### config.mk
export PLATFORM = sky130hd
export DESIGN_NAME = cam_window_capture
export DESIGN_NICKNAME = d
export VERILOG_FILES = /design/src/rtl/cam_capture_pkg.sv /design/src/rtl/cam_pos_counter.sv /design/src/rtl/cam_window_capture.sv
export SDC_FILE = /design/constraint.sdc
export NUM_CORES = 1
export LEC_CHECK = 0
export ABC_AREA = 1
export CAP_MARGIN = 20
export CORE_ASPECT_RATIO = 1.2
export CORE_UTILIZATION = 55
export CTS_CLUSTER_SIZE = 16
export DETAILED_ROUTE_END_ITERATION = 8
export PLACE_DENSITY = 0.88
export SYNTH_ARGS = -nofsm -noshare
export SYNTH_HDL_FRONTEND = slang
export SYNTH_HIERARCHICAL = 1
export SYNTH_SLANG_ARGS = --single-unit
export TNS_END_PERCENT = 100
### constraint.sdc
create_clock -name clk -period 3 [get_ports clk]
set_input_delay 0.6 -clock clk [delete_from_list [all_inputs] [get_ports clk]]
set_output_delay 0.6 -clock clk [all_outputs]
set_load 0.02 [all_outputs]
### src/rtl/cam_capture_pkg.sv
// Shared types and constants for the camera window capture path.
// Latency: n/a (declarations only).
// Backpressure: n/a; the pixel source cannot be stalled.
package cam_capture_pkg;

    // Capture FSM; the encoding is visible on state_dbg (LEDs).
    typedef enum logic [1:0] {
        SYNC    = 2'd0,
        ARMED   = 2'd1,
        CAPTURE = 2'd2,
        HOLD    = 2'd3
    } cap_state_t;

    localparam int DEF_SRC_W = 640;
    localparam int DEF_SRC_H = 480;

    // Position counters and window compares share this width, so an origin
    // near the top of the 10-bit range cannot wrap into a false hit.
    localparam int POS_W = 11;

    // RGB565 field positions within a 16-bit pixel.
    localparam int RGB565_R_LSB = 11;
    localparam int RGB565_R_W   = 5;
    localparam int RGB565_G_LSB = 5;
    localparam int RGB565_G_W   = 6;
    localparam int RGB565_B_LSB = 0;
    localparam int RGB565_B_W   = 5;

endpackage

### src/rtl/cam_pos_counter.sv
// Source X/Y position tracker with end-of-frame consistency check.
// Latency: h/v reflect pixels seen up to the previous clock.
// Backpressure: none; counts every pix_valid while enabled.
//
// Ports: clk, rst (sync, active high), en (count only once frame-synced),
// pix_valid, frame_done; outputs h, v position of the next pixel, and the
// sticky frame_error flag.
module cam_pos_counter
    import cam_capture_pkg::*;
#(
    parameter int SRC_W = DEF_SRC_W,
    parameter int SRC_H = DEF_SRC_H
) (
    input  logic             clk,
    input  logic             rst,
    input  logic             en,
    input  logic             pix_valid,
    input  logic             frame_done,
    output logic [POS_W-1:0] h,
    output logic [POS_W-1:0] v,
    output logic             frame_error
);

    always_ff @(posedge clk) begin
        if (rst) begin
            h           <= '0;
            v           <= '0;
            frame_error <= 1'b0;
        end else if (frame_done) begin
            // A well-formed frame leaves the counters wrapped back to (0,0);
            // anything else is a short or long frame. Resync regardless.
            if (en && (h != '0 || v != '0))
                frame_error <= 1'b1;
            h <= '0;
            v <= '0;
        end else if (en && pix_valid) begin
            if (h == POS_W'(SRC_W - 1)) begin
                h <= '0;
                v <= (v == POS_W'(SRC_H - 1)) ? '0 : v + POS_W'(1);
            end else begin
                h <= h + POS_W'(1);
            end
        end
    end

endmodule

### src/rtl/cam_window_capture.sv
// Camera pixel stream to frame-buffer writer for a runtime-placed, optionally decimated window.
// Latency: 1 clk from pix_valid to wr_en/wr_addr/wr_data.
// Backpressure: none; buffer must accept one write per clk. Gating changes only at frame_done.
//
// Ports: clk, rst (sync, active high); cap_en, win_x0, win_y0 (sampled at
// frame_done); pix_valid, pix_data, frame_done (source stream); wr_en,
// wr_addr, wr_data (buffer write port); frame_captured (1-clk pulse),
// frame_error (sticky), state_dbg (FSM state).
// Optional: define SNAPSHOT_EN to add snap_req and single-shot capture via HOLD.
module cam_window_capture
    import cam_capture_pkg::*;
#(
    parameter int PIX_W      = 16,
    parameter int SRC_W      = DEF_SRC_W,
    parameter int SRC_H      = DEF_SRC_H,
    parameter int WIN_W      = 256,
    parameter int WIN_H      = 256,
    parameter int DECIM_LOG2 = 0,
    parameter int ADDR_W     = 16
) (
    input  logic              clk,
    input  logic              rst,
    input  logic              cap_en,
    input  logic [9:0]        win_x0,
    input  logic [8:0]        win_y0,
    input  logic              pix_valid,
    input  logic [PIX_W-1:0]  pix_data,
    input  logic              frame_done,
    output logic              wr_en,
    output logic [ADDR_W-1:0] wr_addr,
    output logic [PIX_W-1:0]  wr_data,
    output logic              frame_captured,
    output logic              frame_error,
    output logic [1:0]        state_dbg
`ifdef SNAPSHOT_EN
    ,
    input  logic              snap_req
`endif
);

    // One extra bit so the counter can sit at WIN_W*WIN_H when the window fills the address space.
    localparam int CNT_W = ADDR_W + 1;
    localparam logic [CNT_W-1:0] WIN_TOTAL = CNT_W'(WIN_W * WIN_H);
    localparam logic [POS_W:0]   SPAN_X    = (POS_W + 1)'(WIN_W << DECIM_LOG2);
    localparam logic [POS_W:0]   SPAN_Y    = (POS_W + 1)'(WIN_H << DECIM_LOG2);
    localparam logic [POS_W-1:0] DEC_MASK  = POS_W'((1 << DECIM_LOG2) - 1);

    cap_state_t       state_q, state_d;
    logic             latch_win;
    logic [CNT_W-1:0] addr;
    logic [9:0]       x0_l;
    logic [8:0]       y0_l;
    logic [POS_W-1:0] h, v;
    logic [POS_W-1:0] x0_ext, y0_ext, dx, dy;
    logic             in_win, addr_full, hit;

    cam_pos_counter #(
        .SRC_W (SRC_W),
        .SRC_H (SRC_H)
    ) u_pos (
        .clk         (clk),
        .rst         (rst),
        .en          (state_q != SYNC),
        .pix_valid   (pix_valid),
        .frame_done  (frame_done),
        .h           (h),
        .v           (v),
        .frame_error (frame_error)
    );

    // Window test on the position of the pixel currently presented.
    assign x0_ext    = {1'b0, x0_l};
    assign y0_ext    = {2'b0, y0_l};
    assign dx        = h - x0_ext;
    assign dy        = v - y0_ext;
    assign in_win    = (h >= x0_ext) && (v >= y0_ext)
                    && ({1'b0, dx} < SPAN_X) && ({1'b0, dy} < SPAN_Y)
                    && ((dx & DEC_MASK) == '0) && ((dy & DEC_MASK) == '0);
    assign addr_full = (addr == WIN_TOTAL);
    // frame_done takes priority over a coincident pixel, which is dropped.
    assign hit       = (state_q == CAPTURE) && pix_valid && !frame_done
                    && in_win && !addr_full;

    assign state_dbg = state_q;

    always_comb begin
        state_d   = state_q;
        latch_win = 1'b0;
        case (state_q)
            SYNC: begin
                if (frame_done)
                    state_d = ARMED;
            end
            ARMED: begin
                if (frame_done) begin
                    latch_win = 1'b1;
                    if (cap_en)
                        state_d = CAPTURE;
                end
            end
            CAPTURE: begin
                if (frame_done) begin
                    latch_win = 1'b1;
                    if (!cap_en)
                        state_d = ARMED;
`ifdef SNAPSHOT_EN
                    else if (addr_full)
                        state_d = HOLD;
`endif
                end
            end
            HOLD: begin
`ifdef SNAPSHOT_EN
                if (snap_req)
                    state_d = ARMED;
`endif
            end
            default: state_d = SYNC;
        endcase
    end

    always_ff @(posedge clk) begin
        if (rst) begin
            state_q        <= SYNC;
            addr           <= '0;
            x0_l           <= '0;
            y0_l           <= '0;
            wr_en          <= 1'b0;
            wr_addr        <= '0;
            wr_data        <= '0;
            frame_captured <= 1'b0;
        end else begin
            state_q        <= state_d;
            wr_en          <= hit;
            frame_captured <= (state_q == CAPTURE) && frame_done && addr_full;
            if (latch_win) begin
                x0_l <= win_x0;
                y0_l <= win_y0;
            end
            if (frame_done) begin
                addr <= '0;
            end else if (hit) begin
                addr    <= addr + CNT_W'(1);
                wr_addr <= addr[ADDR_W-1:0];
                wr_data <= pix_data;
            end
        end
    end

endmodule

**Yosys cells after proc, flatten, opt, wreduce, memory -nomap -nowiden**

Index checks and enable logic that the tools add are counted.

- Output and inout bits: 37
- Input bits: 40
- Register bits after elaboration: 95

- $add $sub $neg: 5
- Equality and inequality tests: 10
- Reduce and logical (&&, ||, !) cells: 25
- Muxes and demuxes: 10
- $lt $le $gt $ge: 4
- Bitwise logic cells: 1

Operator list:

| kind | number |
|---|---|
| 11-bit by 1-bit adder with 11-bit output, second input constant | 2 |
| 11-bit by 9-bit < comparator with 1-bit output, second input constant | 2 |
| 11-bit 2-to-1 mux | 2 |
| 11-bit nonzero test | 2 |
| 17-bit by 1-bit adder with 17-bit output, second input constant | 1 |
| 17-bit equality test, second input constant | 1 |
| 11-bit by 10-bit equality test with 1-bit output, second input constant | 1 |
| 11-bit by 9-bit equality test with 1-bit output, second input constant | 1 |
| 11-bit by 10-bit greater-or-equal comparator with 1-bit output | 1 |
| 11-bit by 9-bit greater-or-equal comparator with 1-bit output | 1 |
| 1-bit logical AND | 11 |
| 11-bit by 10-bit subtractor with 11-bit output | 1 |
| 11-bit by 9-bit subtractor with 11-bit output | 1 |
| 2-bit 2-to-1 mux | 5 |
| 2-bit != test, second input constant | 5 |
| 2-bit case mux with 3 select lines | 1 |
| 2-bit AND reduction | 3 |
| 6-bit AND reduction | 1 |
| 2-bit OR reduction | 2 |
| 3-bit nonzero test | 1 |
| 2-bit by 1-bit equality test with 1-bit output, second input constant | 1 |
| 2-bit equality test, second input constant | 1 |
| 1-bit zero test | 2 |
| 2-bit zero test | 1 |
| other kinds (4) | 5 |

**Longest topological paths before layout**

- Depth after elaboration: 7
- Mapped depth: 19
- Depth with buffers taken out: 17

**Modules after synthesis**

Netlist, hierarchy kept.

Modules (own cells, without submodules):

| module | instances | cells an instance | area each (um^2) |
|---|---|---|---|
| cam_window_capture | 1 | 644 | 4170.2 |
| cam_pos_counter | 1 | 216 | 1375.1 |

**Least setup slack after synthesis**

OpenSTA, ideal clock, no wires.

- Path kind: flip-flop to flip-flop
- Start point: register u_pos.h[5]
- End point: register wr_addr[15]
- Stages on the path, launching flop included: 14
- Setup time: 0.131 ns
- Buffers on the path: 2
- Required time: 2.869 ns
- Setup slack: 0.873 ns
- Arrival: 1.996 ns
- Path through: dfxtp_1 -> ha_1 -> a21oi_1 -> nor2_1 -> nor2_1 -> nand2_1 -> nand2_1 -> nand3_1 -> nor2_4 -> nand3_2 -> buf_6 -> buf_2 -> nor2_1 -> nor3b_1

- Cells in the longest elaborated chain, start to end: 7
- Elaborated cells between the ends (all ways): 9
- Classes of those cells: add/sub: 1; order compare: 2; reduce/logical: 6

RTL lines:

| item | line | source |
|---|---|---|
| start: declaration | cam_pos_counter.sv:19 | `output logic [POS_W-1:0] h,` |
| start signal: assignment | cam_pos_counter.sv:41 | `h <= h + POS_W'(1);` |
| 11-bit by 10-bit subtractor with 11-bit output / 11-bit by 10-bit greater-or-equal comparator with 1-bit output (equally long branches) | cam_window_capture.sv:74, cam_window_capture.sv:76 |  |
| 11-bit by 9-bit < comparator with 1-bit output / 1-bit logical AND (equally long branches) | cam_window_capture.sv:77, cam_window_capture.sv:76 |  |
| 1-bit logical AND (*) (2 in a row) | cam_window_capture.sv:77 | `&& ({1'b0, dx} < SPAN_X) && ({1'b0, dy} < SPAN_Y)` |
| 1-bit logical AND (*) (2 in a row) | cam_window_capture.sv:82 | `&& in_win && !addr_full;` |
| 2-bit AND reduction (no line) (*) | n/a |  |
| end signal: assignment | cam_window_capture.sv:144 | `wr_addr <= addr[ADDR_W-1:0];` |
| end: declaration | cam_window_capture.sv:30 | `output logic [ADDR_W-1:0] wr_addr,` |

Mark *: on every way between the ends. The rest lies on a longest branch, timed or not.
A chain may end at the register's enable or synchronous reset.

**Worst setup path in the final report**

- Start point: register u_pos.h[8]
- End point: register wr_data[5]

- Cells in the longest elaborated chain, start to end: 7
- Elaborated cells between the ends (all ways): 9
- Classes of those cells: add/sub: 1; order compare: 2; reduce/logical: 6

RTL lines:

| item | line | source |
|---|---|---|
| 11-bit by 10-bit subtractor with 11-bit output / 11-bit by 10-bit greater-or-equal comparator with 1-bit output (equally long branches) | cam_window_capture.sv:74, cam_window_capture.sv:76 |  |
| 11-bit by 9-bit < comparator with 1-bit output / 1-bit logical AND (equally long branches) | cam_window_capture.sv:77, cam_window_capture.sv:76 |  |
| 1-bit logical AND (*) (2 in a row) | cam_window_capture.sv:77 |  |
| 1-bit logical AND (*) (2 in a row) | cam_window_capture.sv:82 |  |
| 2-bit AND reduction (no line) (*) | n/a |  |
| end signal: assignment | cam_window_capture.sv:145 | `wr_data <= pix_data;` |
| end: declaration | cam_window_capture.sv:31 | `output logic [PIX_W-1:0] wr_data,` |

Marks and branches as above.

==> flow_summary.yaml <==
outcome:
  status: "finished, final reports clean"
critical_path:
  crit-reg2reg-launch: "u_pos/h[8]"
  worst_r2r_endpoint: "wr_data[5]"
  required_time_at_the_worst_slack_endpoint_ns: 3.20
  worstPathArrival_ns: 2.84
  critPathLaunchType: "register"
  crit_fanout: 78
  timing.reg2reg.worst_path_depth: 11
  critPathCaptureType: "register"
  worstSetupPathType: "register to register"
  register_to_register_setup_slack_ns: 0.36
clock_network:
  worst_skew_pair.late_latency_ns: 0.34
  clkSinkCount: 95
  clockRootBuffer: "clkbuf_16"
  cts-hold-fix-buffers: 0
  cts.path.max_buffers: 2
  cts.repair.resized: 0
  cts_buffers: 9
  cts_post_setup_buffers_inserted: 0
  htree_levels: 3
  path_clk_slew_ns: 0.07
  cts_tree: "built"
drt:
  postRouteWirelength_um: 12800
  ant_nets: 0
  routed-via-count: 5395
  routedLengthMet1_um: 5200
  met2_wirelength_um: 6580
  top_signal_layer_used: "met4"
  remaining_drc_errors: 0
  wire_per_inst_um: 12.1
  detail_route.first_pass.iterations: 5
  route.detailed.vias_per_inst: 5.08
  detailedRoute.firstIterationViolations: 186
  met3WireLength_um: 577
timing:
  worst_pin_slew_ns: 0.711
  final.setup.worst_slack_ns: 0.359
  setup_violations: 0
  post-route-period-util_pct: 88.0
  finalMaxSlewViolations: 0
  hold_viol_final: 0
  timing.slew.headroom_pct: 52.6
  setup_tns_ns: 0
  skew_ns: 0.00603
  max_freq_mhz: 379
  rsz0062_at_grt: "no"
  fin_crit_ns: 2.64
min_path:
  timing.hold.worst_endpoint: "x0_l[7]"
  hold_path_class: "register to register"
  worstHoldStart: "x0_l[7]"
  timing.hold.worst_path_depth: 2
cells_and_area:
  areaGrowthSynthToFinish_pct: 20.8
  post_route_cells_drive_above_1_share_pct: 5.00
  layout_common_cells: "nand2_1 (212), nor2_1 (158), inv_1 (155)"
  n_antenna_cell: 0
  layout.cells.most_common: "nand2_1"
  fin_nets: 1003
place:
  gp_routability_congestion: 0.912
  detailedPlacementHpwl_um: 9530
  pre_cts_slack_ns: 0.334
  port_buffers: 76
power_and_ir_drop:
  power.leakage_nw: 3.12
  pwr_density_cell_nw_per_um2: 469
  peakVddDrop_uv: 250
grt:
  antenna_found_initial: 0
  first_global_vias: 5171
  grt_start_max_net_pins: 79
  grtUsageTotal_pct: 25.8
  grt_remaining_overflow: 0
  grt_first_pass_wirelength_um: 21700
floorplan:
  fp.dieW_um: 93.7
  core_box_area_sq_um: 9660
  num_rows: 39
  overall_die_area_sq_um: 10500
  die_h_um: 112
  number_of_top_level_design_ports: 77
  initial_cell_density_of_the_core_pct: 57.4
logic_synthesis:
  synth.cell_area_sq_um: 5550
  synthDominantCellAreaShare_pct: 34.3
  ys_seq_area_share_pct: 34.3
  syn_area_per_cell_sq_um: 6.45
  syn-instance-count: 860
  ys_top_cells_by_area: "dfxtp_1 (34%), nand2_1 (14%), nor2_1 (11%)"
  synth_seq_cells: 95
  synth_cell_type_count: 32
  yosys.area.top_type: "dfxtp_1"
  yosysWarningCount: 6
  number_of_nets_in_the_synthesized_netlist: 928
flow_run:
  max_cap_viol_count: 0
cell usage after synthesis (all sizes together):
cell type	instances
a211oi	18
o311ai	1
clkinv	1
nor2	166
ha	28
nor3b	32
xnor2	1
a21oi	15
clkbuf	11
nor3	11
o21bai	2
xor2	3
nand3b	2
nand3	52
a31oi	1
nand2	217
dfxtp	95
inv	158
nand4	23
nor4	2
o21ai	12
buf	9
per-layer routing:
layer  track usage (%)  vias to the layer above
met5                 0                        -
met4              12.9                        0
met3              3.35                       34
met2              48.4                      150
met1              27.9                     2390
li1                  -                     2821
through the flow:
step / util [%] / std cells / hold slack (ns) / power, W / instance area, sq um
6_report: 69.4 / 1063 / 0.477 / 0.00314 / 6700
5_1_grt: 69.4 / 1063 / 0.493 / 0.00331 / 6700
4_1_cts: 69.4 / 1063 / 0.478 / 0.00316 / 6700
3_5_place_dp: 66.3 / 1047 / 0.466 / 0.00202 / 6410
3_3_place_gp: 66.3 / 1047 / 0.459 / 0.00201 / 6410
2_1_floorplan: - / 860 / 0.445 / 0.00183 / 5550
worst max-delay path, stage by stage, from the launching register on:
cell and delay [ns]:
dfxtp_1 0.45, ha_1 0.34, nand2_1 0.15, inv_1 0.05
a21oi_1 0.18, nand4_1 0.19, nand3_1 0.15, nor2_2 0.06
nand3_2 0.06, buf_4 0.56, nand2_1 0.11, nor3b_1 0.17
cell type report:
type | instances | area [sq um]
Fill cell | 828 | 2960
Multi-Input combinational cell | 586 | 2940
Sequential cell | 95 | 1900
Timing Repair Buffer | 84 | 816
Inverter | 159 | 598
Clock buffer | 11 | 233
Tap cell | 123 | 154
Clock inverter | 5 | 58.8
logic make-up after synthesis:
group                      after synthesis  synth area share (%)
and+or+nand+nor                        505                  40.7
AOI/OAI and AO/OA                       49                  5.42
xor gates and xnor gates                 4                 0.632
buffers and inverters                  179                  12.7
DFF                                     95                  34.3
adders and majority gates               28                  6.32
worst max-delay path by stage:
stage                     cells after the start  slack [ns]       start           to
after floorplan                              13        0.87  u_pos/h[5]  wr_addr[15]
after global placement                        9        0.39   pix_valid   wr_data[4]
after detailed placement                      9        0.33   pix_valid   wr_data[5]
after CTS                                    11        0.36  u_pos/h[5]   wr_addr[9]
after global routing                         11        0.07  u_pos/h[8]   wr_data[8]
final                                        11        0.36  u_pos/h[8]   wr_data[5]
registers in the layout, indices dropped and copies added (netlist names), 2 cells and up:
name and count:
addr 17, wr_addr 16, wr_data 16, u_pos/h 11
u_pos/v 11, x0_l 10, y0_l 9, state_dbg 2
power breakdown:
group / total, W / internal [W] / switching, W
combinational: 0.000684 / 0.000251 / 0.000432
clock: 0.00114 / 0.000647 / 0.000491
sequential: 0.00132 / 0.00130 / 0.0000177
total: 0.00314 / 0.00220 / 0.000941
No activity file was read; power rests on OpenSTA's default activity.
